==> src/rtl/random_roller.sv <==
// Decelerating random roller: samples a free-running entropy source at
// intervals that lengthen stage by stage, like a die slowing to rest.
module random_roller #(
    parameter int unsigned WIDTH           = 4,
    parameter int unsigned MAX_VAL         = 15,
    parameter int unsigned MODE            = 0,
    parameter int unsigned BASE_PERIOD     = 5000000,
    parameter int unsigned STEPS_PER_STAGE = 4,
    parameter int unsigned NUM_UPDATES     = 16
) (
    input  logic             i_clk,
    input  logic             i_rst,
    input  logic             i_start,
    input  logic             i_stop,
    output logic [WIDTH-1:0] o_random_out,
    output logic             o_busy,
    output logic             o_update,
    output logic             o_done
);

    localparam int unsigned CNT_W   = 32;
    localparam int unsigned IDX_W   = 8;
    localparam int unsigned LFSR_W  = 16;
    localparam logic [LFSR_W-1:0] LFSR_SEED = 16'hACE1;

    typedef enum logic {
        IDLE = 1'b0,
        RUN  = 1'b1
    } state_t;

    state_t            state;
    logic [CNT_W-1:0]  cyc_cnt;
    logic [CNT_W-1:0]  interval;
    logic [CNT_W-1:0]  stage_cnt;
    logic [IDX_W-1:0]  upd_idx;
    logic [WIDTH-1:0]  ent_cnt;
    logic [LFSR_W-1:0] lfsr;
    logic [WIDTH-1:0]  sample;
    logic              hit;
    logic              last_upd;
    logic              stage_end;

    // Entropy sources run every cycle, independent of the roll state
    always_ff @(posedge i_clk or posedge i_rst) begin
        if (i_rst) begin
            ent_cnt <= '0;
            lfsr    <= LFSR_SEED;
        end else begin
            ent_cnt <= (ent_cnt == WIDTH'(MAX_VAL)) ? '0 : ent_cnt + WIDTH'(1);
            lfsr    <= {lfsr[LFSR_W-2:0], lfsr[15] ^ lfsr[13] ^ lfsr[12] ^ lfsr[10]};
        end
    end

    assign sample    = (MODE == 1) ? lfsr[WIDTH-1:0] : ent_cnt;
    assign hit       = (cyc_cnt == interval - CNT_W'(1));
    assign last_upd  = (upd_idx == IDX_W'(NUM_UPDATES - 1));
    assign stage_end = (stage_cnt == CNT_W'(STEPS_PER_STAGE - 1));

    // Roll control; a start request always re-arms the schedule from scratch
    always_ff @(posedge i_clk or posedge i_rst) begin
        if (i_rst) begin
            state        <= IDLE;
            o_random_out <= '0;
            o_busy       <= 1'b0;
            o_update     <= 1'b0;
            o_done       <= 1'b0;
            cyc_cnt      <= '0;
            interval     <= CNT_W'(BASE_PERIOD);
            stage_cnt    <= '0;
            upd_idx      <= '0;
        end else begin
            o_update <= 1'b0;
            o_done   <= 1'b0;
            case (state)
                IDLE: begin
                    if (i_start) begin
                        state     <= RUN;
                        o_busy    <= 1'b1;
                        cyc_cnt   <= '0;
                        interval  <= CNT_W'(BASE_PERIOD);
                        stage_cnt <= '0;
                        upd_idx   <= '0;
                    end
                end
                RUN: begin
                    if (i_start) begin
                        cyc_cnt   <= '0;
                        interval  <= CNT_W'(BASE_PERIOD);
                        stage_cnt <= '0;
                        upd_idx   <= '0;
                    end else if (i_stop) begin
                        state  <= IDLE;
                        o_busy <= 1'b0;
                        o_done <= 1'b1;
                    end else if (hit) begin
                        o_random_out <= sample;
                        o_update     <= 1'b1;
                        cyc_cnt      <= '0;
                        upd_idx      <= upd_idx + IDX_W'(1);
                        // Interval grows by one base period at each stage boundary
                        if (stage_end) begin
                            stage_cnt <= '0;
                            interval  <= interval + CNT_W'(BASE_PERIOD);
                        end else begin
                            stage_cnt <= stage_cnt + CNT_W'(1);
                        end
                        if (last_upd) begin
                            state  <= IDLE;
                            o_busy <= 1'b0;
                            o_done <= 1'b1;
                        end
                    end else begin
                        cyc_cnt <= cyc_cnt + CNT_W'(1);
                    end
                end
                default: begin
                    state  <= IDLE;
                    o_busy <= 1'b0;
                end
            endcase
        end
    end

endmodule
==> config.mk <==
export PLATFORM = sky130hd
export DESIGN_NAME = random_roller
export DESIGN_NICKNAME = d
export VERILOG_FILES = /design/src/rtl/random_roller.sv
export SDC_FILE = /design/constraint.sdc
export NUM_CORES = 1
export LEC_CHECK = 0
export ABC_AREA = 1
export CAP_MARGIN = 20
export CORE_ASPECT_RATIO = 0.7
export CORE_MARGIN = 5
export CORE_UTILIZATION = 30
export DETAILED_ROUTE_END_ITERATION = 10
export GPL_TIMING_DRIVEN = 0
export SLEW_MARGIN = 5
export SYNTH_ARGS = -nofsm -noshare
export SYNTH_HDL_FRONTEND = slang
export SYNTH_SLANG_ARGS = --single-unit
==> constraint.sdc <==
create_clock -name i_clk -period 3.7 [get_ports i_clk]
set_clock_uncertainty 0.15 [all_clocks]
set_input_delay 0.555 -clock i_clk [delete_from_list [all_inputs] [get_ports i_clk]]
set_output_delay 0.555 -clock i_clk [all_outputs]
set_load 0.01 [all_outputs]
Yosys cells after proc, flatten, opt, wreduce, memory -nomap -nowiden:

Index checks and enable logic that the tools add are counted.

* add/subtract/negate cells: 6
* eq/ne operators: 11
* muxes and demuxes: 43
* bitwise logic cells: 3
* reductions and logical operators: 5

Operators by type and width (count)
* two-way mux 32 bit: 13
* one-hot mux 32 bit (2 select lines): 3
* adder 32 x 1 -> 32 bit (second input constant): 2
* adder 32 x 23 -> 32 bit (second input constant): 1
* equality test 32 x 2 -> 1 bit (second input constant): 1
* equality test 32 bit: 1
* two-way mux 8 bit: 4
* subtractor 32 x 1 -> 32 bit (second input constant): 1
* two-way mux 1 bit: 19
* one-hot mux 8 bit (2 select lines): 1
* inequality test 3 x 2 -> 1 bit (second input constant): 4
* AND reduction 4 bit: 3
* adder 8 x 1 -> 8 bit (second input constant): 1
* equality test 8 x 4 -> 1 bit (second input constant): 1
* adder 4 x 1 -> 4 bit (second input constant): 1
* equality test 4 bit (second input constant): 1
* two-way mux 4 bit: 1
* inequality test 2 bit (second input constant): 2
* one-hot mux 1 bit (2 select lines): 2
* inequality test 3 bit (second input constant): 1
* NOT 1 bit: 3
* AND reduction 3 bit: 1
* AND reduction 2 bit: 1

* bits in registers: 116
* bits of input ports: 4
* output and inout bits: 7
* word-level logic and storage cells: 78

Logic depth before layout (Yosys ltp):

* depth after elaboration: 6
* gate-level depth with buffers: 18
* mapped depth without buffers: 18

Worst setup path before layout:

Ideal clock, no wire load.

* kind: reg2reg
* start: register interval[6]
* end: register interval[7]
* library setup time: 118 ps
* data arrival time: 2287 ps
* data required time: 3432 ps
* setup slack: 1145 ps
* stages on the path, launching flop included: 16
* buffers on the path: 1
* period minus slack after synthesis: 2555 ps
* path through: dfstp_2 inv_2 ha_1 inv_1 o21ai_0 nor3_1 nand2_1 nor2_1 nand3_1 nor2_1 nand3_2 o21ai_4 nand2_4 buf_6 nand2_1 o21ai_2

* longest elaborated chain between the ends: 6
* elaborated cells on any way between the ends: 10
* classes of those cells: add/sub: 2; eq/ne: 2; mux: 5; reduce/logical: 1

RTL lines
* from (decl): line 33 `logic [CNT_W-1:0] interval;`
* from (signal assigned): line 68 `interval <= CNT_W'(BASE_PERIOD);`
* from (signal assigned): line 80 `interval <= CNT_W'(BASE_PERIOD);`
* from (signal assigned): line 88 `interval <= CNT_W'(BASE_PERIOD);`
* parallel branches: the longest is 6 deep, another holds subtractor 32 x 1 -> 32 bit

Parallel ways; which one is timed is not known. The select of a mux whose other input is x is not followed.
A chain may end at the register's enable or synchronous reset.

Worst setup path after layout:

* start: register interval[6]
* end: register cyc_cnt[19]

* longest elaborated chain between the ends: 6

RTL lines
* subtractor 32 x 1 -> 32 bit: line 55 `assign hit = (cyc_cnt == interval - CNT_W'(1));`
* equality test 32 bit: line 55
* two-way mux 32 bit: line 95 `end else if (hit) begin`
* two-way mux 32 bit: line 91 `end else if (i_stop) begin`
* two-way mux 32 bit: line 86 `if (i_start) begin`
* one-hot mux 32 bit (2 select lines): line 74 `case (state)`
* to (signal assigned): line 113 `cyc_cnt <= cyc_cnt + CNT_W'(1);`
* to (decl): line 32 `logic [CNT_W-1:0] cyc_cnt;`

Every way passes these cells. The select of a mux whose other input is x is not followed.

==> run_results.csv <==
group,metric,value,unit
outcome,status,"finished clean",
layout,syn_to_final_growth,10.7,%
layout,nFillCells,3063,
setup_path,cp.required,3.79,ns
setup_path,cp_max_fo,10,
floorplan,io_pins,11,
clocking,cts_max_path_buffers,2,
sta,fin_crit_sh,87.0,%
clocking,cts_tree,"yes",
floorplan,rows,51,
setup_path,ff2ff_path_depth,17,
yosys,syn-cell-area,8460,um2
yosys,yosys_warnings,0,
layout,instances_no_fill,1664,
yosys,synth_edf_count,0,
placement,gp_congestion,0.935,
clocking,htreeDepth,3,
yosys,synth_largest_area_cell,"dfrtp_1",
global_route,grt_pass1_wl,39.7,mm
yosys,yosysTopAreaCellShare,30.2,%
sta,finalHoldViolations,0,
placement,port_buffers,10,
floorplan,initial_utilization,30.4,%
yosys,ys_seq_area_share,32.7,%
setup_path,crit_type,"register to register",
setup_path,crit_path_start,"interval[6]",
power_and_ir_drop,p_leak,0.00409,uW
clocking,cts.sinks,110,
floorplan,core,27800,um2
detailed_routing,viasPerCell,4.84,
flow_run,drv_cap,0,
sta,period_minus_slack,3.22,ns
detailed_routing,drt-initial-drc-count,744,
sta,worst_slack,0.480,ns
sta,tightest_slew,0.861,ns
sta,fmax,311,MHz
detailed_routing,wl,24.0,mm
layout,antennaDiodeCount,0,
setup_path,cp-start-kind,"register",
detailed_routing,wl_per_cell,14.4,um
global_route,grt_pass1_vias,7397,
yosys,ys_types,41,
layout,drive_gt1_share,8.51,%
layout,utilization,33.6,%
placement,dpl.hpwl,18.6,mm
placement,dp_slack,0.319,ns
clocking,cts_buffers,9,
hold_path,hold_path_class,"register to register",
yosys,syn_inst,1266,
clocking,ctsHoldBuffers,0,
power_and_ir_drop,power_density,347,nW/um2
global_route,overflow,0,
setup_path,timing.rr.start,"interval[6]",
setup_path,r2r-end,"cyc_cnt[19]",
global_route,grt_max_degree,83,
clocking,postCtsSetupRepairBufs,0,
setup_path,rrSetupSlack,0.48,ns
setup_path,arrival,3.31,ns
detailed_routing,drtPass1Iterations,5,
floorplan,die_h,150,um
yosys,synth_area_leaders,"dfrtp_1 30%, nand2_1 17%, nor2_1 7.2%",
clocking,clk_pin_slew,0.09,ns
yosys,synth_top_flop_cell,"dfrtp_1",
clocking,cts-root-buf,"clkbuf_16",
yosys,async_flop_share,100,%
sta,maxSlewViolCount,0,
sta,max_slew_margin,42.4,%
detailed_routing,drc,0,
setup_path,crit_end,"cyc_cnt[19]",
clocking,clock_latency,0.38,ns
global_route,track_usage,15.5,%
power_and_ir_drop,vdd_drop_max,0.000222,V
hold_path,hp-start,"upd_idx[3]",
setup_path,endpoint_kind,"register",
sta,rsz0062_at_grt,"no",
detailed_routing,vias,8050,
layout,nets,1301,
floorplan,dieArea,31700,um2
placement,placed_cells,1648,
detailed_routing,ant_nets,0,
clocking,cts-resized-gates,0,
sta,holdWs,0.328,ns
floorplan,die-width,211,um
sta,setup-violations-final,0,
yosys,syn_nets,1279,
yosys,syn_area_per_cell,6.68,um2
global_route,antenna_found_initial,0,
yosys,ys_ff_latch,110,
synthesized netlist by cell type, types with 2 or more instances:
cell / count
nand4_1: 73
o21ai_2: 25
inv_2: 2
nor3_1: 35
xor2_1: 56
o21bai_1: 3
nor2_1: 163
and3_1: 2
nand2_2: 4
a31oi_1: 2
nand3_1: 74
nand3b_1: 3
buf_2: 14
nor2_2: 10
ha_1: 9
o211ai_1: 3
or2_2: 5
buf_4: 5
a21oi_1: 14
dfstp_2: 8
xnor2_1: 22
inv_1: 111
o21ai_0: 46
nor2_4: 4
dfrtp_1: 102
buf_6: 11
nand2_1: 392
clkbuf_1: 31
o21ai_1: 16
nor4_1: 10
power by group:
group / total (uW) / switching [uW] / internal [uW]
logic: 903 / 619 / 283
clock network: 1030 / 540 / 486
registers: 1320 / 51.7 / 1270
how the worst min path moves through the flow:
stage            endpoint  slack (ns)  cells past startpoint
3_3_place_gp   upd_idx[3]        0.31                      2
6_report       upd_idx[3]        0.33                      2
5_1_grt        upd_idx[3]        0.36                      2
4_1_cts        upd_idx[3]        0.33                      2
2_1_floorplan  upd_idx[3]        0.29                      2
3_5_place_dp   upd_idx[3]        0.31                      2
cells by family (layout without fill, tap and decap cells):
kind of cell | Yosys count | count (layout) | share of synthesized area (%)
AND/OR/NAND/NOR | 780 | 780 | 40.2
buffers and inverters | 174 | 201 | 9.13
AO/OA/AOI/OAI | 114 | 114 | 8.32
flip-flops | 110 | 110 | 32.7
XOR/XNOR | 79 | 79 | 8.35
adder cells (fa/ha/maj) | 9 | 9 | 1.33
area by class of cell:
type / count / area (um2) / share of cell area [%]
multi-input cells: 982 / 4920 / 52.6
flip-flops and latches: 110 / 2760 / 29.5
well taps: 371 / 464 / 4.96
inverters: 113 / 429 / 4.58
plain buffers: 61 / 348 / 3.72
clock buffers: 9 / 225 / 2.41
repair buffers: 11 / 128 / 1.36
clock inverters: 7 / 83.8 / 0.895
registers in the layout, indices dropped and copies added, names as in the netlist:
register / cells
ent_cnt: 4
stage_cnt: 32
state: 1
o_random_out: 4
interval: 26
o_done: 1
upd_idx: 8
cyc_cnt: 32
o_update: 1
o_busy: 1
layout by cell type (no fill, tap or decap), types with 9 or more instances in the layout:
cell type and count:
buf_6 11, a21oi_1 14, clkbuf_16 9, buf_2 14, clkbuf_1 31, clkdlybuf4s50_1 10, nor4_1 10, inv_1 110
nand4_1 73, dfrtp_1 102, o21ai_1 16, nor2_2 10, xnor2_1 22, o21ai_0 46, nand2_1 392, nor2_1 163
nor3_1 35, ha_1 9, xor2_1 56, o21ai_2 25, nand3_1 74
critical path: stages (launching register included):
cell and delay (ns):
dfstp_2 0.64, inv_2 0.09, ha_1 0.25, nand2_2 0.19
inv_2 0.09, nand2_1 0.14, nor2_1 0.08, nand2_1 0.06
nand2_1 0.04, nand2_1 0.13, o21ai_1 0.08, nor2_1 0.11
nand2_1 0.06, nor2_1 0.13, nand2_2 0.14, nand2_2 0.19
clkbuf_1 0.36, o21ai_0 0.14
stage by stage:
stage                     TNS [ns]  total power (uW)  area [um2]
after global routing             0              3450        9360
final                            0              3250        9360
after detailed placement         0              2240        9050
after floorplan                  0              2010        8460
after CTS                        0              3280        9360
after global placement     -195.71              2220        9020
layer usage:
metal	track usage (%)	routed length [um]
met5	0	0
met3	2.77	1330
met4	3.01	184
met1	25.7	13400
met2	20.5	9010
No activity file was read; power rests on OpenSTA's default activity.
